`src/rtl/filter_pkg.sv`:
```
// Shared definitions for the filter processor execute stage: opcodes, lane
// geometry defaults, FSM states and lane saturation/clamp helpers.
package filter_pkg;

    localparam int LANES_DEF  = 4;
    localparam int LANE_W_DEF = 8;
    localparam int ACC_W_DEF  = 20;

    localparam logic [2:0] OP_NOP  = 3'b000;
    localparam logic [2:0] OP_ADD8 = 3'b001;
    localparam logic [2:0] OP_SUB8 = 3'b010;
    localparam logic [2:0] OP_AVG8 = 3'b011;
    localparam logic [2:0] OP_MAC  = 3'b100;
    localparam logic [2:0] OP_MAX8 = 3'b101;
    localparam logic [2:0] OP_MIN8 = 3'b110;
    localparam logic [2:0] OP_RSVD = 3'b111;

    typedef enum logic [0:0] {
        ST_IDLE = 1'b0,
        ST_ACC  = 1'b1
    } state_t;

    function automatic logic [LANE_W_DEF-1:0] sat_add(
        input logic [LANE_W_DEF-1:0] a,
        input logic [LANE_W_DEF-1:0] b
    );
        logic [LANE_W_DEF:0] sum;
        sum = {1'b0, a} + {1'b0, b};
        return sum[LANE_W_DEF] ? {LANE_W_DEF{1'b1}} : sum[LANE_W_DEF-1:0];
    endfunction

    function automatic logic [LANE_W_DEF-1:0] sat_sub(
        input logic [LANE_W_DEF-1:0] a,
        input logic [LANE_W_DEF-1:0] b
    );
        return (a < b) ? {LANE_W_DEF{1'b0}} : (a - b);
    endfunction

    // Clamp a signed value into the unsigned pixel range [0, 255].
    function automatic logic [7:0] clamp_u8(input logic signed [31:0] v);
        logic [7:0] r;
        if (v < 32'sd0) begin
            r = 8'h00;
        end else if (v > 32'sd255) begin
            r = 8'hFF;
        end else begin
            r = v[7:0];
        end
        return r;
    endfunction

endpackage

```
`src/rtl/filter_exec_stage_lane_alu.sv`:
```
// One 8-bit lane of the single-cycle pixel ALU (ADD/SUB/AVG/MAX/MIN).
module filter_lane_alu
    import filter_pkg::*;
#(
    parameter int LANE_W = LANE_W_DEF
) (
    input  logic [2:0]        op,
    input  logic [LANE_W-1:0] a,
    input  logic [LANE_W-1:0] b,
    output logic [LANE_W-1:0] y
);

    logic [LANE_W:0] avg_sum_s;

    assign avg_sum_s = {1'b0, a} + {1'b0, b} + {{LANE_W{1'b0}}, 1'b1};

    // Per-lane result select; NOP, MAC and reserved yield zero.
    always_comb begin
        y = {LANE_W{1'b0}};
        case (op)
            OP_ADD8: y = sat_add(a, b);
            OP_SUB8: y = sat_sub(a, b);
            OP_AVG8: y = avg_sum_s[LANE_W:1];
            OP_MAX8: y = (a > b) ? a : b;
            OP_MIN8: y = (a < b) ? a : b;
            default: y = {LANE_W{1'b0}};
        endcase
    end

endmodule

```
`src/rtl/filter_exec_stage.sv`:
```
// Filter processor execute stage: single-cycle lane-wise pixel ops plus a
// multi-cycle 4-tap MAC that stalls the upstream register while busy.
module filter_exec_stage
    import filter_pkg::*;
#(
    parameter int LANES  = LANES_DEF,
    parameter int LANE_W = LANE_W_DEF,
    parameter int ACC_W  = ACC_W_DEF
) (
    input  logic                    clk,
    input  logic                    rst,
    input  logic                    in_valid,
    output logic                    in_ready,
    input  logic [2:0]              op,
    input  logic [3:0]              rd,
    input  logic [3:0]              shift,
    input  logic [LANES*LANE_W-1:0] src_a,
    input  logic [LANES*LANE_W-1:0] src_b,
    output logic                    out_valid,
    output logic                    out_we,
    output logic [3:0]              out_rd,
    output logic [LANES*LANE_W-1:0] out_data
);

    localparam int DATA_W = LANES * LANE_W;
    localparam int CNT_W  = $clog2(LANES + 1);
    localparam logic [CNT_W-1:0] LANE_LAST = CNT_W'(LANES);

    state_t                     state_r, state_nxt_s;
    logic [CNT_W-1:0]           lane_r;
    logic signed [ACC_W-1:0]    acc_r;
    logic [DATA_W-1:0]          a_r, b_r;
    logic [3:0]                 shift_r, rd_r;

    logic                       accept_s, is_mac_s, writes_s, fin_s, acc_step_s;
    logic [DATA_W-1:0]          alu_y_s;
    logic signed [2*LANE_W:0]   pix_s, coef_s, prod_s;
    logic signed [ACC_W-1:0]    prod_ext_s, shifted_s;
    logic [7:0]                 mac_res_s;

    logic                       res_valid_s, res_we_s;
    logic [3:0]                 res_rd_s;
    logic [DATA_W-1:0]          res_data_s;

    assign in_ready   = (state_r == ST_IDLE) && !rst;
    assign accept_s   = in_valid && in_ready;
    assign is_mac_s   = (op == OP_MAC);
    assign writes_s   = (op != OP_NOP) && (op != OP_RSVD);
    assign fin_s      = (state_r == ST_ACC) && (lane_r == LANE_LAST);
    assign acc_step_s = (state_r == ST_ACC) && (lane_r != LANE_LAST);

    for (genvar i = 0; i < LANES; i++) begin : g_lane
        filter_lane_alu #(.LANE_W(LANE_W)) u_alu (
            .op (op),
            .a  (src_a[i*LANE_W +: LANE_W]),
            .b  (src_b[i*LANE_W +: LANE_W]),
            .y  (alu_y_s[i*LANE_W +: LANE_W])
        );
    end

    // Operand registers shift down one lane per step, so the MAC always uses lane 0.
    assign pix_s      = {{(LANE_W+1){1'b0}}, a_r[LANE_W-1:0]};
    assign coef_s     = {{(LANE_W+1){b_r[LANE_W-1]}}, b_r[LANE_W-1:0]};
    assign prod_s     = pix_s * coef_s;
    assign prod_ext_s = {{(ACC_W-2*LANE_W-1){prod_s[2*LANE_W]}}, prod_s};
    assign shifted_s  = acc_r >>> shift_r;
    assign mac_res_s  = clamp_u8(32'(shifted_s));

    // FSM state register.
    always_ff @(posedge clk or posedge rst) begin
        if (rst) begin
            state_r <= ST_IDLE;
        end else begin
            state_r <= state_nxt_s;
        end
    end

    // FSM next-state logic.
    always_comb begin
        state_nxt_s = state_r;
        case (state_r)
            ST_IDLE: begin
                if (accept_s && is_mac_s) begin
                    state_nxt_s = ST_ACC;
                end else begin
                    state_nxt_s = ST_IDLE;
                end
            end
            ST_ACC: begin
                if (fin_s) begin
                    state_nxt_s = ST_IDLE;
                end else begin
                    state_nxt_s = ST_ACC;
                end
            end
            default: state_nxt_s = ST_IDLE;
        endcase
    end

    // Result selection: single-cycle result at accept, MAC result on its final edge.
    always_comb begin
        res_valid_s = 1'b0;
        res_we_s    = 1'b0;
        res_rd_s    = out_rd;
        res_data_s  = out_data;
        if (accept_s && !is_mac_s) begin
            res_valid_s = 1'b1;
            res_we_s    = writes_s;
            res_rd_s    = rd;
            res_data_s  = writes_s ? alu_y_s : {DATA_W{1'b0}};
        end else if (fin_s) begin
            res_valid_s = 1'b1;
            res_we_s    = 1'b1;
            res_rd_s    = rd_r;
            res_data_s  = {{(DATA_W-8){1'b0}}, mac_res_s};
        end else begin
            res_valid_s = 1'b0;
            res_we_s    = 1'b0;
        end
    end

    // MAC operand capture and accumulation.
    always_ff @(posedge clk or posedge rst) begin
        if (rst) begin
            acc_r   <= {ACC_W{1'b0}};
            lane_r  <= {CNT_W{1'b0}};
            a_r     <= {DATA_W{1'b0}};
            b_r     <= {DATA_W{1'b0}};
            shift_r <= 4'd0;
            rd_r    <= 4'd0;
        end else if (accept_s && is_mac_s) begin
            acc_r   <= {ACC_W{1'b0}};
            lane_r  <= {CNT_W{1'b0}};
            a_r     <= src_a;
            b_r     <= src_b;
            shift_r <= shift;
            rd_r    <= rd;
        end else if (acc_step_s) begin
            acc_r   <= acc_r + prod_ext_s;
            lane_r  <= lane_r + CNT_W'(1);
            a_r     <= a_r >> LANE_W;
            b_r     <= b_r >> LANE_W;
        end
    end

    // Registered writeback outputs.
    always_ff @(posedge clk or posedge rst) begin
        if (rst) begin
            out_valid <= 1'b0;
            out_we    <= 1'b0;
            out_rd    <= 4'd0;
            out_data  <= {DATA_W{1'b0}};
        end else begin
            out_valid <= res_valid_s;
            out_we    <= res_we_s;
            out_rd    <= res_rd_s;
            out_data  <= res_data_s;
        end
    end

endmodule

```
`config.mk`:
```
export PLATFORM = sky130hd
export DESIGN_NAME = filter_exec_stage
export DESIGN_NICKNAME = d
export VERILOG_FILES = /design/src/rtl/filter_pkg.sv /design/src/rtl/filter_exec_stage_lane_alu.sv /design/src/rtl/filter_exec_stage.sv
export SDC_FILE = /design/constraint.sdc
export NUM_CORES = 1
export LEC_CHECK = 0
export ABC_AREA = 1
export CAP_MARGIN = 40
export CORE_MARGIN = 4
export CORE_UTILIZATION = 43
export CTS_CLUSTER_DIAMETER = 60
export DETAILED_ROUTE_END_ITERATION = 12
export GPL_TIMING_DRIVEN = 0
export PLACE_DENSITY_LB_ADDON = 0.08
export SLEW_MARGIN = 20
export SYNTH_ARGS = -nofsm -noshare
export SYNTH_HDL_FRONTEND = slang
export SYNTH_SLANG_ARGS = --single-unit
```
`constraint.sdc`:
```
create_clock -name clk -period 13 [get_ports clk]
set_input_delay 3.25 -clock clk [delete_from_list [all_inputs] [get_ports clk]]
set_output_delay 3.25 -clock clk [all_outputs]
set_load 0.05 [all_outputs]
```
==> flow_summary.ini <==
[sta]
finalMaxSlewViolations = 0
post-route-period-util = 0.627
fin_skew_ps = 12.2
hold-worst-slack_ps = 473
rsz0062_at_grt = false
finalSetupTns_ps = 0
hold_violations = 0
slew_headroom = 0.395
post-route-min-period_ps = 8150
max_freq_mhz = 123
final-setup-viol-count = 0
worst_pin_slew_ps = 908

[logic_synthesis]
ys_seq_area_frac = 0.237
synthesis.nets = 2342
synth-xor-area-share = 0.0204
syn_area_mm2 = 0.0142
synth-edff-count = 0
ys_seq_elements = 134
synthFlopType = dfrtp_1
synth-simple-area-share = 0.267
synth-compound-area-share = 0.168
synth_warnings = 0
synth-async-reset-ratio = 1.00
synth_top_area_cell = dfrtp_1
synthCells = 2075
synth_top_family_by_area = simple AND/OR/NAND/NOR gates
synth_area_per_cell_um2 = 6.83
synthDominantCellAreaShare = 0.237
yosys.cell_types.count = 46
synth_mux_area_frac = 0
synthAdderAreaFrac = 0.198
netlist_top_cells_area = dfrtp_1 (24%), nand2_1 (16%), ha_1 (11%)

[global_route]
track_usage = 0.268
grt_pass1_vias = 14100
grt_max_degree = 80
grt_pass1_wl_mm = 77.0
overflow = 0
antenna_found_initial = 0

[worst_setup_path]
cp_num_buf_inv = 2
crit_path_top_delay_cell = clkdlybuf4s50_1
cp_max_fo = 3
crit_path_start_kind = input port
slowest_delay_ps = 860
cp.arrival_ps = 4900
path_common_cell = clkdlybuf4s50_1
cpLargestDelayFamily = buffers and inverters
end_kind = output pin
crit_type = input port to output pin
path_cells = clkdlybuf4s50_1 -> nor2_1 -> clkdlybuf4s50_1
crit_required_ps = 9750

[clocking]
cts_buffers = 17
htree_levels = 4
cts_tree = built
insertion_delay_ps = 430
cts_resized = 0
postCtsSetupBuffers = 0
clock-sinks = 134
clock_path_buffers = 2
clockRootBuffer = clkbuf_16
postCtsHoldBufs = 0
clk_pin_slew_ps = 60

[floorplanning]
die_w_um = 190
initial_core_util = 0.436
dieArea_mm2 = 0.0359
rows = 66
core_area_mm2 = 0.0325
ios = 117
die_h_um = 190

[power_and_ir_drop]
ir_drop_v = 0.000123
p_sw_w = 0.00160
p_leak_nw = 8.63
seq_power_share = 0.219
p_sw_frac = 0.512
pwr-share-comb = 0.627
power.density_mw_per_mm2 = 189
intPower_w = 0.00152
p_clk_frac = 0.153

[detailed_routing]
dr.first_iter.drc_count = 1169
routed_wirelength_mm = 48.3
drc = 0
vias_per_cell = 5.37
ant_nets = 0
dr.pass1.iters = 6
wl_per_cell_um = 18.1
via_count = 14300

[cells_and_area]
nNetsFinal = 2480
final_util = 0.508
drive_above_1_share = 0.0427
diodes = 0
synthToLayoutAreaGrowth_pct = 16.5

[status]
outcome = completed

[worst_hold_path]
hold_path.class = register to register

[place]
place.gp.congestion = 0.938
placement.io_buffers = 116
place_hpwl_mm = 38.8

[run]
max_cap_viol_count = 0
cell type report:
type                    instances  area, um^2
clock buffers                  18         429
fillers                      3394       16000
clock inverters                14         139
plain buffers                  83         382
flip-flops and latches        134        3350
repair buffers                119        1210
multi-input cells            1547        9270
inverters                     311        1170
well taps                     442         553
worst reg2reg max path, cell delays in order (launching register included):
cell,delay [ps]
dfrtp_1,320
clkbuf_1,400
nand2_1,150
fa_1,510
fa_1,550
inv_1,60
fa_1,500
fa_1,570
fa_1,420
ha_1,360
nand2_1,70
inv_1,50
a21oi_1,90
o21ai_0,430
a21oi_1,160
or2_2,310
nand3_1,60
o21ai_0,80
through the flow:
step           worst slack, ps  cell area, um^2  instances  power (W)
2_1_floorplan             5790            14200       2075    0.00208
3_3_place_gp              3880            15900       2633    0.00261
3_5_place_dp              4870            15900       2636    0.00264
4_1_cts                   4860            16500       2668    0.00313
5_1_grt                   4800            16500       2668    0.00344
6_report                  4850            16500       2668    0.00312
kinds of logic (layout without fill, tap and decap cells):
logic type,Yosys count,count (layout)
AO/OA/AOI/OAI,415,415
flip-flops,134,134
AND/OR/NAND/NOR,910,910
XOR/XNOR,33,33
adder cells (fa/ha/maj),189,189
buffers and inverters,394,545
power by group through the flow:
| stage | Combinational, W | Sequential [W] | Clock [W] |
|---|---|---|---|
| 6_report | 0.00196 | 0.000684 | 0.000478 |
| 5_1_grt | 0.00223 | 0.000704 | 0.000505 |
| 4_1_cts | 0.00196 | 0.000684 | 0.000487 |
| 3_5_place_dp | 0.00195 | 0.000689 | 0 |
| 3_3_place_gp | 0.00192 | 0.000689 | 0 |
| 2_1_floorplan | 0.00126 | 0.000823 | 0 |
cell usage in the layout, fill, tap and decap left out, types with 3 or more instances in the layout:
master           instances
a22oi_1                 30
clkinvlp_4               3
nor3_1                   7
a22o_1                   6
o21a_1                   3
inv_1                  301
ha_1                   130
clkdlybuf4s50_1        116
inv_6                    5
nand2_2                  4
o22ai_1                 18
xnor2_1                  9
clkbuf_1                49
o21ai_1                 21
nor3_2                   3
clkbuf_16               17
o211ai_1                15
xor2_1                  24
a21o_1                   3
buf_4                    8
buf_2                   26
nor2_2                   4
nand3_1                146
nor2_1                 104
o21ai_0                157
fa_1                    59
a31oi_1                  7
a21oi_1                118
nand3b_1                 7
dfrtp_1                134
o221ai_1                18
o2111ai_1                3
o21bai_1                 9
nand4_1                 32
clkinv_4                 3
inv_2                    8
nand2_1                597
registers in the layout (all words and copies together) (netlist names):
signal and count:
shift_r 4, out_data 32, state_r 1, out_we 1, acc_r 20, out_rd 4, rd_r 4, out_valid 1
lane_r 3, b_r 32, a_r 32
Yosys cell counts, drive strengths merged, types with 2 or more instances:
cell type	n
o31ai	2
xnor2	9
dfrtp	134
nand4	32
fa	59
a22o	6
nor3	11
nand3b	7
o2111ai	3
nand2	602
ha	130
a31oi	7
buf	35
o21bai	9
a21boi	3
a21oi	118
inv	310
o211ai	15
o21a	3
o22ai	18
nor2	108
a21o	3
o21ai	178
xor2	24
a22oi	30
clkbuf	48
nand3	147
o221ai	18
routing by layer:
layer / share of wire / wire length [um] / vias up / GRT usage
li1: - / - / 7048 / -
met1: 0.44 / 21100 / 6745 / 0.357
met2: 0.48 / 23000 / 469 / 0.456
met3: 0.057 / 2730 / 69 / 0.0350
met4: 0.031 / 1480 / 0 / 0.0849
met5: 0 / 0 / - / 0
final timing paths:
kind	start	slack [ps]	endpoint	cells past startpoint
min in group asynchronous	rst	3310	out_rd[1]	2
hold / removal	rd_r[2]	470	rd_r[2]	2
hold reg to reg	rd_r[2]	470	rd_r[2]	2
setup / recovery	rst	4850	in_ready	3
max in group asynchronous	rst	8940	b_r[20]	3
setup reg to reg	a_r[1]	7800	acc_r[13]	17
(Power assumes the default switching activity.)
